--- config.mk ---
export PLATFORM = sky130hd
export DESIGN_NAME = wb_rr_arbiter
export DESIGN_NICKNAME = d
export VERILOG_FILES = /design/src/rtl/wb_rr_arbiter.sv
export SDC_FILE = /design/constraint.sdc
export NUM_CORES = 1
export LEC_CHECK = 0
export ABC_AREA = 1
export CAP_MARGIN = 20
export CORE_AREA = 2 2 118 120
export CTS_CLUSTER_SIZE = 20
export DETAILED_ROUTE_END_ITERATION = 7
export DIE_AREA = 0 0 120 122
export SYNTH_ARGS = -nofsm -noshare
export SYNTH_HDL_FRONTEND = slang
export SYNTH_SLANG_ARGS = --single-unit
--- constraint.sdc ---
create_clock -name wb_clk -period 1.6 [get_ports wb_clk]
set_input_delay 0.4 -clock wb_clk [delete_from_list [all_inputs] [get_ports wb_clk]]
set_output_delay 0.4 -clock wb_clk [all_outputs]
set_load 0.05 [all_outputs]
--- src/rtl/wb_rr_arbiter.sv ---
// Round-robin Wishbone B3 arbiter: NUM_MASTERS masters share one slave port.
// A watchdog forces err on a stalled strobe so a hung slave cannot lock the bus.
module wb_rr_arbiter #(
   parameter int NUM_MASTERS = 2,
   parameter int AW          = 32,
   parameter int DW          = 32,
   parameter int TIMEOUT     = 256
) (
   input  logic                        wb_clk,
   input  logic                        wb_rst,
   input  logic [NUM_MASTERS*AW-1:0]   wbm_adr_i,
   input  logic [NUM_MASTERS*DW-1:0]   wbm_dat_i,
   input  logic [NUM_MASTERS*DW/8-1:0] wbm_sel_i,
   input  logic [NUM_MASTERS-1:0]      wbm_we_i,
   input  logic [NUM_MASTERS-1:0]      wbm_cyc_i,
   input  logic [NUM_MASTERS-1:0]      wbm_stb_i,
   input  logic [NUM_MASTERS*3-1:0]    wbm_cti_i,
   input  logic [NUM_MASTERS*2-1:0]    wbm_bte_i,
   output logic [DW-1:0]               wbm_dat_o,
   output logic [NUM_MASTERS-1:0]      wbm_ack_o,
   output logic [NUM_MASTERS-1:0]      wbm_err_o,
   output logic [NUM_MASTERS-1:0]      wbm_rty_o,
   output logic [AW-1:0]               wbs_adr_o,
   output logic [DW-1:0]               wbs_dat_o,
   output logic [DW/8-1:0]             wbs_sel_o,
   output logic                        wbs_we_o,
   output logic                        wbs_cyc_o,
   output logic                        wbs_stb_o,
   output logic [2:0]                  wbs_cti_o,
   output logic [1:0]                  wbs_bte_o,
   input  logic [DW-1:0]               wbs_dat_i,
   input  logic                        wbs_ack_i,
   input  logic                        wbs_err_i,
   input  logic                        wbs_rty_i,
   output logic [NUM_MASTERS-1:0]      grant_o
);

   localparam int PW  = $clog2(NUM_MASTERS);
   localparam int SW  = DW / 8;
   localparam int WDW = $clog2(TIMEOUT);
   localparam logic [NUM_MASTERS-1:0] ONE_HOT0 = NUM_MASTERS'(1);

   typedef enum logic [0:0] {
      ST_IDLE = 1'b0,
      ST_OWN  = 1'b1
   } state_t;

   state_t                 state_r, state_s;
   logic [NUM_MASTERS-1:0] grant_r, grant_s;
   logic [PW-1:0]          ptr_r, ptr_s;
   logic [WDW-1:0]         wd_cnt_r;
   logic [PW-1:0]          gidx_s;
   logic [PW-1:0]          win_s;
   logic [PW-1:0]          cand_s;
   logic                   sel_cyc_s;
   logic                   sel_stb_s;
   logic                   resp_s;
   logic                   wd_fire_s;

   // Slave-side mux: one-hot AND-OR select, so an empty grant drives all zeros
   always_comb begin
      wbs_adr_o = '0;
      wbs_dat_o = '0;
      wbs_sel_o = '0;
      wbs_cti_o = 3'b000;
      wbs_bte_o = 2'b00;
      wbs_we_o  = 1'b0;
      sel_cyc_s = 1'b0;
      sel_stb_s = 1'b0;
      gidx_s    = '0;
      for (int i = 0; i < NUM_MASTERS; i++) begin
         wbs_adr_o = wbs_adr_o | (wbm_adr_i[i*AW +: AW] & {AW{grant_r[i]}});
         wbs_dat_o = wbs_dat_o | (wbm_dat_i[i*DW +: DW] & {DW{grant_r[i]}});
         wbs_sel_o = wbs_sel_o | (wbm_sel_i[i*SW +: SW] & {SW{grant_r[i]}});
         wbs_cti_o = wbs_cti_o | (wbm_cti_i[i*3 +: 3] & {3{grant_r[i]}});
         wbs_bte_o = wbs_bte_o | (wbm_bte_i[i*2 +: 2] & {2{grant_r[i]}});
         wbs_we_o  = wbs_we_o  | (wbm_we_i[i]  & grant_r[i]);
         sel_cyc_s = sel_cyc_s | (wbm_cyc_i[i] & grant_r[i]);
         sel_stb_s = sel_stb_s | (wbm_stb_i[i] & grant_r[i]);
         gidx_s    = gidx_s    | (PW'(i) & {PW{grant_r[i]}});
      end
   end

   assign resp_s    = wbs_ack_i | wbs_err_i | wbs_rty_i;
   // A real slave response in the same cycle beats the watchdog
   assign wd_fire_s = (state_r == ST_OWN) & sel_stb_s & ~resp_s &
                      (wd_cnt_r == WDW'(TIMEOUT - 1));

   assign wbs_cyc_o = sel_cyc_s;
   assign wbs_stb_o = sel_stb_s & ~wd_fire_s;
   assign wbm_dat_o = wbs_dat_i;
   assign wbm_ack_o = grant_r & {NUM_MASTERS{wbs_ack_i}};
   assign wbm_err_o = grant_r & {NUM_MASTERS{wbs_err_i | wd_fire_s}};
   assign wbm_rty_o = grant_r & {NUM_MASTERS{wbs_rty_i}};
   assign grant_o   = grant_r;

   // Round-robin pick: scan downward so the last hit is the first requester at/after ptr
   always_comb begin
      win_s  = ptr_r;
      cand_s = ptr_r;
      for (int k = NUM_MASTERS - 1; k >= 0; k--) begin
         cand_s = PW'((int'(ptr_r) + k) % NUM_MASTERS);
         win_s  = wbm_cyc_i[cand_s] ? cand_s : win_s;
      end
   end

   // Next-state logic: grant only changes on entry to or exit from OWN
   always_comb begin
      state_s = state_r;
      grant_s = grant_r;
      ptr_s   = ptr_r;
      case (state_r)
         ST_IDLE: begin
            if (|wbm_cyc_i) begin
               state_s = ST_OWN;
               grant_s = ONE_HOT0 << win_s;
            end else begin
               state_s = ST_IDLE;
               grant_s = '0;
            end
         end
         ST_OWN: begin
            if (!sel_cyc_s) begin
               state_s = ST_IDLE;
               grant_s = '0;
               ptr_s   = (gidx_s == PW'(NUM_MASTERS - 1)) ? '0 : gidx_s + PW'(1);
            end else begin
               state_s = ST_OWN;
            end
         end
         default: begin
            state_s = ST_IDLE;
            grant_s = '0;
         end
      endcase
   end

   // Arbitration state registers
   always_ff @(posedge wb_clk or posedge wb_rst) begin
      if (wb_rst) begin
         state_r <= ST_IDLE;
         grant_r <= '0;
         ptr_r   <= '0;
      end else begin
         state_r <= state_s;
         grant_r <= grant_s;
         ptr_r   <= ptr_s;
      end
   end

   // Watchdog: counts cycles a granted strobe has waited without any response
   always_ff @(posedge wb_clk or posedge wb_rst) begin
      if (wb_rst) begin
         wd_cnt_r <= '0;
      end else if ((state_r != ST_OWN) || !sel_stb_s || resp_s || wd_fire_s) begin
         wd_cnt_r <= '0;
      end else begin
         wd_cnt_r <= wd_cnt_r + WDW'(1);
      end
   end

endmodule

==> results of run 1 <==
-- worst reg2reg max path: cells and delay by family (launching register included) --
| family | cells | cell delay [ns] |
|---|---|---|
| DFF | 1 | 0.40 |
| buffers and inverters | 4 | 0.47 |
| and+or+nand+nor | 4 | 0.42 |
-- cell families after synthesis --
group,share of synthesized area
XOR/XNOR,0.0153
flip-flops,0.175
adder cells (fa/ha/maj),0.00729
AND/OR/NAND/NOR,0.152
AO/OA/AOI/OAI,0.408
buffers and inverters,0.243
-- worst paths after layout --
check,slack (ns),startpoint,cells after the start,to
min reg2reg,0.50,ptr_r,2,ptr_r
max reg2reg,0.23,wd_cnt_r[0],8,wd_cnt_r[5]
min in group wb_clk,0.50,ptr_r,2,ptr_r
max,-0.32,grant_o[0],4,wbs_adr_o[3]
max in group asynchronous,0.75,wb_rst,2,grant_o[0]
min,0.48,wb_rst,2,grant_o[1]
-- synth_stat cells (3+ instances only) --
cell type	count	area, um2
a22o_1	74	648
buf_2	12	60.1
buf_4	34	255
buf_6	3	33.8
dfrtp_1	12	300
inv_1	15	56.3
nand2_1	21	78.8
nand2_2	3	18.8
nand3_1	5	25.0
nor2_1	9	33.8
nor2_2	3	18.8
nor2_4	3	33.8
-- state kept, by name, summed over array words and instances (netlist names) --
name	cells
wd_cnt_r	8
grant_o	2
ptr_r	1
state_r	1
-- repair_timing --
item / CTS / global route
pin swaps: 9 / 4
cloned: 2 / 8
hold buffers: 0 / 0
endpoints found under the setup margin: 82 / 82
resized for setup: 14 / 48
buffers inserted: 5 / 8
-- where the power goes --
part / leakage, nW / internal [mW] / total, mW / switching (mW)
registers: 0.158 / 0.363 / 0.445 / 0.0818
logic: 2.50 / 4.77 / 9.28 / 4.51
clock network: 0.0382 / 0.334 / 0.453 / 0.119
-- cell usage in the layout, fill, tap and decap left out, types with 2 or more instances in the layout --
cell / instances
clkinvlp_4: 4
o21bai_1: 2
a22o_4: 63
o21ai_1: 2
xnor2_1: 2
clkbuf_16: 7
buf_8: 2
nand4_1: 2
nor2_2: 2
nand3_1: 5
nor2_1: 7
dlygate4sd2_1: 6
nor2_4: 6
buf_12: 90
inv_1: 11
dfrtp_1: 10
nand2_1: 13
o21ai_0: 2
a22o_2: 11
buf_4: 31
clkdlybuf4s50_1: 149
buf_16: 4
dfrtp_4: 2
nand2_4: 11
-- area by class of cell --
| class | instances | area (um2) | share of cell area |
|---|---|---|---|
| Antenna cell | 1 | 2.50 | 0.000402 |
| Tap cell | 180 | 225 | 0.0362 |
| Multi-Input combinational cell | 135 | 1680 | 0.271 |
| Inverter | 17 | 78.8 | 0.0127 |
| Timing Repair Buffer | 288 | 3840 | 0.618 |
| Clock buffer | 4 | 78.8 | 0.0127 |
| Sequential cell | 12 | 308 | 0.0495 |
-- per-layer routing --
layer | routed length (um) | up-vias | global-route usage
met5 | 10 | - | 0
met4 | 101 | 2 | 0.0346
met3 | 1290 | 10 | 0.0524
met2 | 6470 | 188 | 0.255
met1 | 3480 | 1249 | 0.120
li1 | - | 1238 | -
-- stage by stage --
step                      std cells  total power [mW]  utilization  hold WS [ns]  instance area, um2
after global routing            637              10.5        0.460         0.533                6220
after CTS                       620              9.33        0.418         0.490                5650
after floorplan                 214              4.99            -         0.265                2160
final                           637              10.2        0.460         0.485                6220
after detailed placement        609              8.70        0.404         0.485                5460
after global placement          609              8.62        0.404         0.479                5460
==> impl_metrics.yaml, run 1 <==
sta:
  finalHoldViolCount: 0
  fin_ws_ns: -0.319
  fin_crit_sh: 1.20
  setup_viol: 82
  rsz0062_at_grt: "true"
  fin_crit_ns: 1.92
  drv_slew: 0
  tns_ns: -21.93
  max_freq_mhz: 521
  tightest_slew_ns: 0.481
  relSlewSlack: 0.679
  clock_skew_ns: 0.00481
floorplan:
  fp.dieW_um: 120
  fp.dieH_um: 122
  ios: 305
  std_cell_rows: 43
  die_area_um2: 14600
  start_util: 0.127
  coreArea_um2: 13500
placed_design:
  hpwl_um: 8580
  dp_slack_ns: -0.518
  port_buffers: 240
  gp_congestion: 0.757
clock_tree:
  clock-sinks: 12
  clockRootBuffer: "clkbuf_16"
  clkSlewWorstSetupHoldPaths_ns: 0.04
  cts_buffers: 3
  clk_path_buf_depth: 2
  clkLatencyLatePin_ns: 0.24
  htreeDepth: 1
  cts_tree: "built"
setup_path:
  slowest_stage: "dfrtp_4"
  slowest_delay_ns: 0.55
  crit_path_end_kind: "primary output"
  timing.critical_path.fanout_max: 11
  crit_family: "flip-flops"
  cp_common_cell: "buf_12"
  worstPathRequired_ns: 1.20
  worstPathCellList: "buf_12, buf_16, a22o_2, buf_12"
  crit_type: "flip-flop to primary output"
  cp.arrival_ns: 1.52
  critPathLaunchType: "flip-flop"
  cp_num_buf_inv: 3
detailed_routing:
  wire_per_inst_um: 17.8
  vias: 2687
  dr.first_iter.drc_count: 63
  drc_errors: 0
  dr.pass1.iters: 4
  ant_nets: 0
  wirelength_um: 11400
  post_drt_via_cell_ratio: 4.22
final_layout:
  fillerInstances: 1230
  drive_gt1_frac: 0.524
  area_delta_synth_final_pct: 263
  final_net_count: 647
global_route:
  grt_pass1_wl_um: 15000
  grt_usage: 0.129
  overflow: 0
  antenna_found_initial: 2
  grt_pass1_vias: 2907
  grt_max_degree: 43
logic_synthesis:
  synth_seq_area_share: 0.175
  synthFlopType: "dfrtp_1"
  synth_edf_count: 0
  synth.avg_cell_area_um2: 8.02
  synth_cell_types: 26
  synthArstFlopShare: 1.00
  syn_inst: 214
  ys_ff_latch: 12
  synth_nets: 404
  synth-warning-count: 0
  synth_area_um2: 1720
pwr:
  power.density_nw_per_um2: 1640
  p_leak_nw: 2.70
  ir_worst_vdd_mv: 0.743
run_status:
  status: "complete, but fails checks"
  violations: "negative setup slack"
run:
  drv_cap: 0
worst_hold_path:
  hold_class: "primary input to async pin"
Power figures use the tool's default switching activity.
==> run 2: changes to the inputs <==
--- a/config.mk
+++ b/config.mk
@@ -11,6 +11,7 @@
 export CTS_CLUSTER_SIZE = 20
 export DETAILED_ROUTE_END_ITERATION = 7
 export DIE_AREA = 0 0 120 122
+export HOLD_SLACK_MARGIN = 0.08
 export SYNTH_ARGS = -nofsm -noshare
 export SYNTH_HDL_FRONTEND = slang
 export SYNTH_SLANG_ARGS = --single-unit
==> constraint.sdc (replaced) <==
create_clock -name wb_clk -period 1.6 [get_ports wb_clk]
set_input_delay 0.16 -clock wb_clk [delete_from_list [all_inputs] [get_ports wb_clk]]
set_output_delay 0.16 -clock wb_clk [all_outputs]
set_load 0.05 [all_outputs]
==> run 2 against run 1 <==
Effect of this change: total power shrank 16%; the flow still finishes with violations (negative setup slack); core utilization shrank 8.2 points; largest cell class unchanged; fmax grew 15%; critical path type unchanged.
==> impl_metrics.yaml, run 2 (synthesis results as in run 1) <==
run_status:
  status: "complete, but fails checks"
  violations: "negative setup slack"
setup_path:
  crit_type: "flip-flop to primary output"
  worstPathCellList: "ha_2, nand2_2, nor2_4, nand2_2, nor2_4, nor2_4, nor2_4, buf_12"
  rr_startpoint: "grant_o[0]"
  timing.critical_path.fanout_max: 2
  slowest_stage: "dfrtp_1"
  reg2reg_depth: 5
  critPathLaunchType: "flip-flop"
  r2r_slack_ns: 0.34
  cp_common_cell: "nor2_4"
  slowest_delay_ns: 0.35
  cp.arrival_ns: 1.50
  crit_family: "simple AND/OR/NAND/NOR gates"
  r2r_end: "grant_o[1]"
  crit_path_end_kind: "primary output"
  cp_num_buf_inv: 1
  worstPathRequired_ns: 1.44
  path_depth: 8
final_layout:
  top_register: "wd_cnt_r"
  largest_reg_flops: 8
  final_common_cell: "clkdlybuf4s50_1"
  final_cells: 599
  area_delta_synth_final_pct: 198
  final_net_count: 610
  drive_gt1_frac: 0.348
  layout_common_cells: "clkdlybuf4s50_1, buf_12, a22o_1, a22o_2, nand2_1"
  n_antenna_cell: 0
sta:
  finalHoldViolCount: 0
  fin_ws_ns: -0.0647
  rsz0062_at_grt: "true"
  clock_skew_ns: 0.00478
  relSlewSlack: 0.702
  setup_viol: 3
  fin_crit_sh: 1.04
  tightest_slew_ns: 0.446
  max_freq_mhz: 601
  fin_crit_ns: 1.66
  drv_slew: 0
pwr:
  p_leak_nw: 2.07
  power.density_nw_per_um2: 1680
  ir_worst_vdd_mv: 0.834
  finalPower_mw: 8.57
clock_tree:
  htreeDepth: 1
  clock-sinks: 12
  clkLatencyLatePin_ns: 0.24
  clk_path_buf_depth: 2
  clkSlewWorstSetupHoldPaths_ns: 0.04
  clockRootBuffer: "clkbuf_16"
  cts_buffers: 3
  cts_tree: "built"
global_route:
  grt_max_degree: 41
  grt_pass1_wl_um: 13200
  grt_pass1_vias: 2547
  grt_usage: 0.113
  overflow: 0
  antenna_found_initial: 0
detailed_routing:
  ant_nets: 0
  wire_per_inst_um: 15.5
  post_drt_via_cell_ratio: 4.12
  dr.first_iter.drc_count: 76
  drc_errors: 0
  vias: 2467
  dr.pass1.iters: 4
  wirelength_um: 9260
placed_design:
  hpwl_um: 7880
  port_buffers: 240
  dp_cells: 590
  gp_congestion: 0.710
floorplan:
  std_cell_rows: 43
  start_util: 0.127
  fp.dieW_um: 120
  die_area_um2: 14600
  fp.dieH_um: 122
  ios: 305
  coreArea_um2: 13500
run:
  drv_cap: 0
worst_hold_path:
  hold_class: "primary input to async pin"
## run 2: cell count changes in the layout (fill, tap and decap cells not counted), moves of 7 or more
cell / delta
clkdlybuf4s50_1: +7
buf_4: -24
nand2_4: -11
a22o_2: +17
a22o_1: +46
a22o_4: -63
## run 2: worst max-delay path by stage
| stage | start | endpoint | slack (ns) |
|---|---|---|---|
| floorplan | grant_o[1] | wbs_stb_o | -0.02 |
| global placement | wbs_ack_i | wbm_err_o[0] | 0.002 |
| detailed placement | wbs_ack_i | wbm_err_o[0] | -0.02 |
| CTS | wd_cnt_r[0] | wbm_err_o[0] | -0.05 |
| global route | wd_cnt_r[0] | wbm_err_o[1] | -0.15 |
| finish | wd_cnt_r[0] | wbm_err_o[0] | -0.06 |
## run 2: cell type report
cell class              instances  area, um2
clock buffers                   4       78.8
inverters                      17       63.8
fillers                      1335       8400
flip-flops and latches         12        303
repair buffers                251       3370
multi-input cells             135       1070
well taps                     180        225
## run 2: worst register-to-register path: stages, from the launching register on
cell and delay, ns:
dfrtp_2 0.43, buf_12 0.21, nand2_1 0.10, nand2_1 0.15
nand2_1 0.11, o21ai_1 0.17
## run 2: metal layers
| layer | routed length, um | GRT usage |
|---|---|---|
| met1 | 3290 | 0.127 |
| met2 | 4830 | 0.208 |
| met3 | 1060 | 0.0346 |
| met4 | 85 | 0.0265 |
| met5 | 0 | 0 |
## run 2: what timing repair did
item                                    CTS  global route
buffers inserted                          2             3
resized for setup                         4             2
hold buffers                              0             0
pin swaps                                 2             1
endpoints found under the setup margin    3             3
## run 2: report_power, final
| part | switching [mW] | total (mW) | internal [mW] |
|---|---|---|---|
| sequential | 0.0619 | 0.416 | 0.354 |
| clock | 0.128 | 0.463 | 0.335 |
| combinational | 4.05 | 7.69 | 3.64 |
## run 2: per-stage QoR
step	TNS, ns	utilization	worst slack [ns]	hold slack [ns]	area, um2
6_report	-0.190	0.378	-0.0647	0.229	5110
5_1_grt	-0.394	0.378	-0.147	0.293	5110
4_1_cts	-0.104	0.376	-0.0522	0.255	5080
3_5_place_dp	-0.0474	0.368	-0.0250	0.320	4970
3_3_place_gp	0	0.368	0.00180	0.320	4970
2_1_floorplan	-0.0150	-	-0.0150	0.0246	1770
==> run 3: changes to the inputs <==
==> constraint.sdc (replaced) <==
create_clock -name wb_clk -period 1.65 [get_ports wb_clk]
set_input_delay 0.165 -clock wb_clk [delete_from_list [all_inputs] [get_ports wb_clk]]
set_output_delay 0.165 -clock wb_clk [all_outputs]
set_load 0.05 [all_outputs]
==> run 3 against run 2 <==
Effect of this change: the run still ends with negative setup slack left; critical path depth is the same; via count down 0.45%; die area did not move; largest power group unchanged.
==> impl_metrics.yaml, run 3 (synthesis results as in run 1) <==
sta:
  setup_viol: 2
  fin_worst_hold_slack_ns: 0.237
  fin_crit_ns: 1.71
  tns_ns: -0.101
  clock_skew_ns: 0.00417
  rsz0062_at_grt: "true"
  fin_crit_sh: 1.04
  tightest_slew_ns: 0.456
  finalHoldViolCount: 0
  fin_ws_ns: -0.0610
  relSlewSlack: 0.696
  drv_slew: 0
  max_freq_mhz: 584
final_layout:
  final_common_cell: "clkdlybuf4s50_1"
  layout_common_cells: "clkdlybuf4s50_1, buf_12, a22o_1, nand2_1, inv_1"
  drive_gt1_frac: 0.286
  final_net_count: 611
  area_delta_synth_final_pct: 197
  n_antenna_cell: 0
  final_cells: 600
  top_register: "wd_cnt_r"
  largest_reg_flops: 8
  fin_util: 0.377
global_route:
  grt_pass1_wl_um: 13500
  overflow: 0
  grt_usage: 0.116
  grt_max_degree: 43
  grt_pass1_vias: 2522
  antenna_found_initial: 0
setup_path:
  cp_common_cell: "nor2_4"
  crit_type: "flip-flop to primary output"
  slowest_delay_ns: 0.36
  crit_path_end_kind: "primary output"
  timing.critical_path.fanout_max: 2
  worstPathRequired_ns: 1.48
  critPathLaunchType: "flip-flop"
  worstPathCellList: "ha_2, nand2_2, nor2_4, nand2_4, nor2_4, nor2_4, nor2_4, buf_12"
  slowest_stage: "dfrtp_1"
  cp.arrival_ns: 1.55
floorplan:
  coreArea_um2: 13500
  start_util: 0.127
  die_area_um2: 14600
  std_cell_rows: 43
  fp.dieW_um: 120
  fp.dieH_um: 122
  ios: 305
clock_tree:
  clk_path_buf_depth: 2
  clockRootBuffer: "clkbuf_16"
  htreeDepth: 1
  cts_buffers: 3
  ctsHoldBuffers: 0
  clock-sinks: 12
  clkSlewWorstSetupHoldPaths_ns: 0.04
  cts_tree: "built"
  clkLatencyLatePin_ns: 0.24
pwr:
  ir_worst_vdd_mv: 0.622
  power_frac_clock: 0.059
  finalPower_mw: 8.26
  combPwrFrac: 0.893
  p_sw_mw: 4.08
  swShare: 0.493
  p_leak_nw: 2.08
  pwr-share-seq: 0.048
  intPower_mw: 4.19
  power.density_nw_per_um2: 1620
detailed_routing:
  dr.pass1.iters: 4
  wire_per_inst_um: 15.7
  ant_nets: 0
  dr.first_iter.drc_count: 73
  wirelength_um: 9410
  vias: 2456
  drc_errors: 0
  post_drt_via_cell_ratio: 4.09
placed_design:
  hpwl_um: 8100
  dp_cells: 589
  port_buffers: 240
  gp_congestion: 0.760
run:
  drv_cap: 0
run_status:
  status: "complete, but fails checks"
  violations: "negative setup slack"
worst_hold_path:
  hold_class: "primary input to async pin"
run 3: per-layer routing:
layer / vias up / part of all wire / global-route usage
li1: 1163 / - / -
met1: 1113 / 0.38 / 0.134
met2: 168 / 0.50 / 0.203
met3: 12 / 0.12 / 0.0478
met4: 0 / 0.0063 / 0.0221
met5: - / 0 / 0
run 3: timing repair:
item                                    4_1_cts  5_1_grt
resized for setup                             4        1
buffers inserted                              4        3
endpoints found under the setup margin        3        3
pin swaps                                     3        1
endpoints found under the hold margin         0        0
run 3: worst paths after layout:
check                           cells past startpoint  slack (ns)            end           from
max in group asynchronous                           2        1.07     grant_o[1]         wb_rst
min in group wb_clk                                 0        0.33  wbm_dat_o[10]  wbs_dat_i[10]
worst min register to register                      2        0.50          ptr_r          ptr_r
worst max-delay path                                8       -0.06   wbm_err_o[1]    wd_cnt_r[1]
worst min-delay path                                2        0.24          ptr_r         wb_rst
worst max register to register                      7        0.38    wd_cnt_r[7]    wd_cnt_r[1]
run 3: through the flow:
step,area [um2],setup WS [ns]
floorplan,1740,0.00950
global placement,4930,0.0712
finish,5090,-0.0610
global route,5090,-0.117
CTS,5060,-0.0407
detailed placement,4930,0.0410
run 3: power by group through the flow:
stage / Combinational [mW] / Sequential [mW] / Clock, mW
finish: 7.38 / 0.398 / 0.487
global route: 7.63 / 0.403 / 0.520
CTS: 7.44 / 0.398 / 0.498
detailed placement: 7.42 / 0.403 / 0
global placement: 7.38 / 0.400 / 0
floorplan: 3.81 / 0.434 / 0
run 3: area by class of cell:
type | count | area (um2)
Fill cell | 1316 | 8420
Timing Repair Buffer | 252 | 3370
Multi-Input combinational cell | 135 | 1030
Sequential cell | 12 | 303
Tap cell | 180 | 225
Clock buffer | 4 | 88.8
Inverter | 17 | 63.8
run 3: worst max-delay path, delay by kind of cell (launching register included):
kind                       cells  cell delay (ns)
adders and majority gates      1             0.20
DFF                            1             0.36
buffers and inverters          1             0.14
and+or+nand+nor                6             0.61
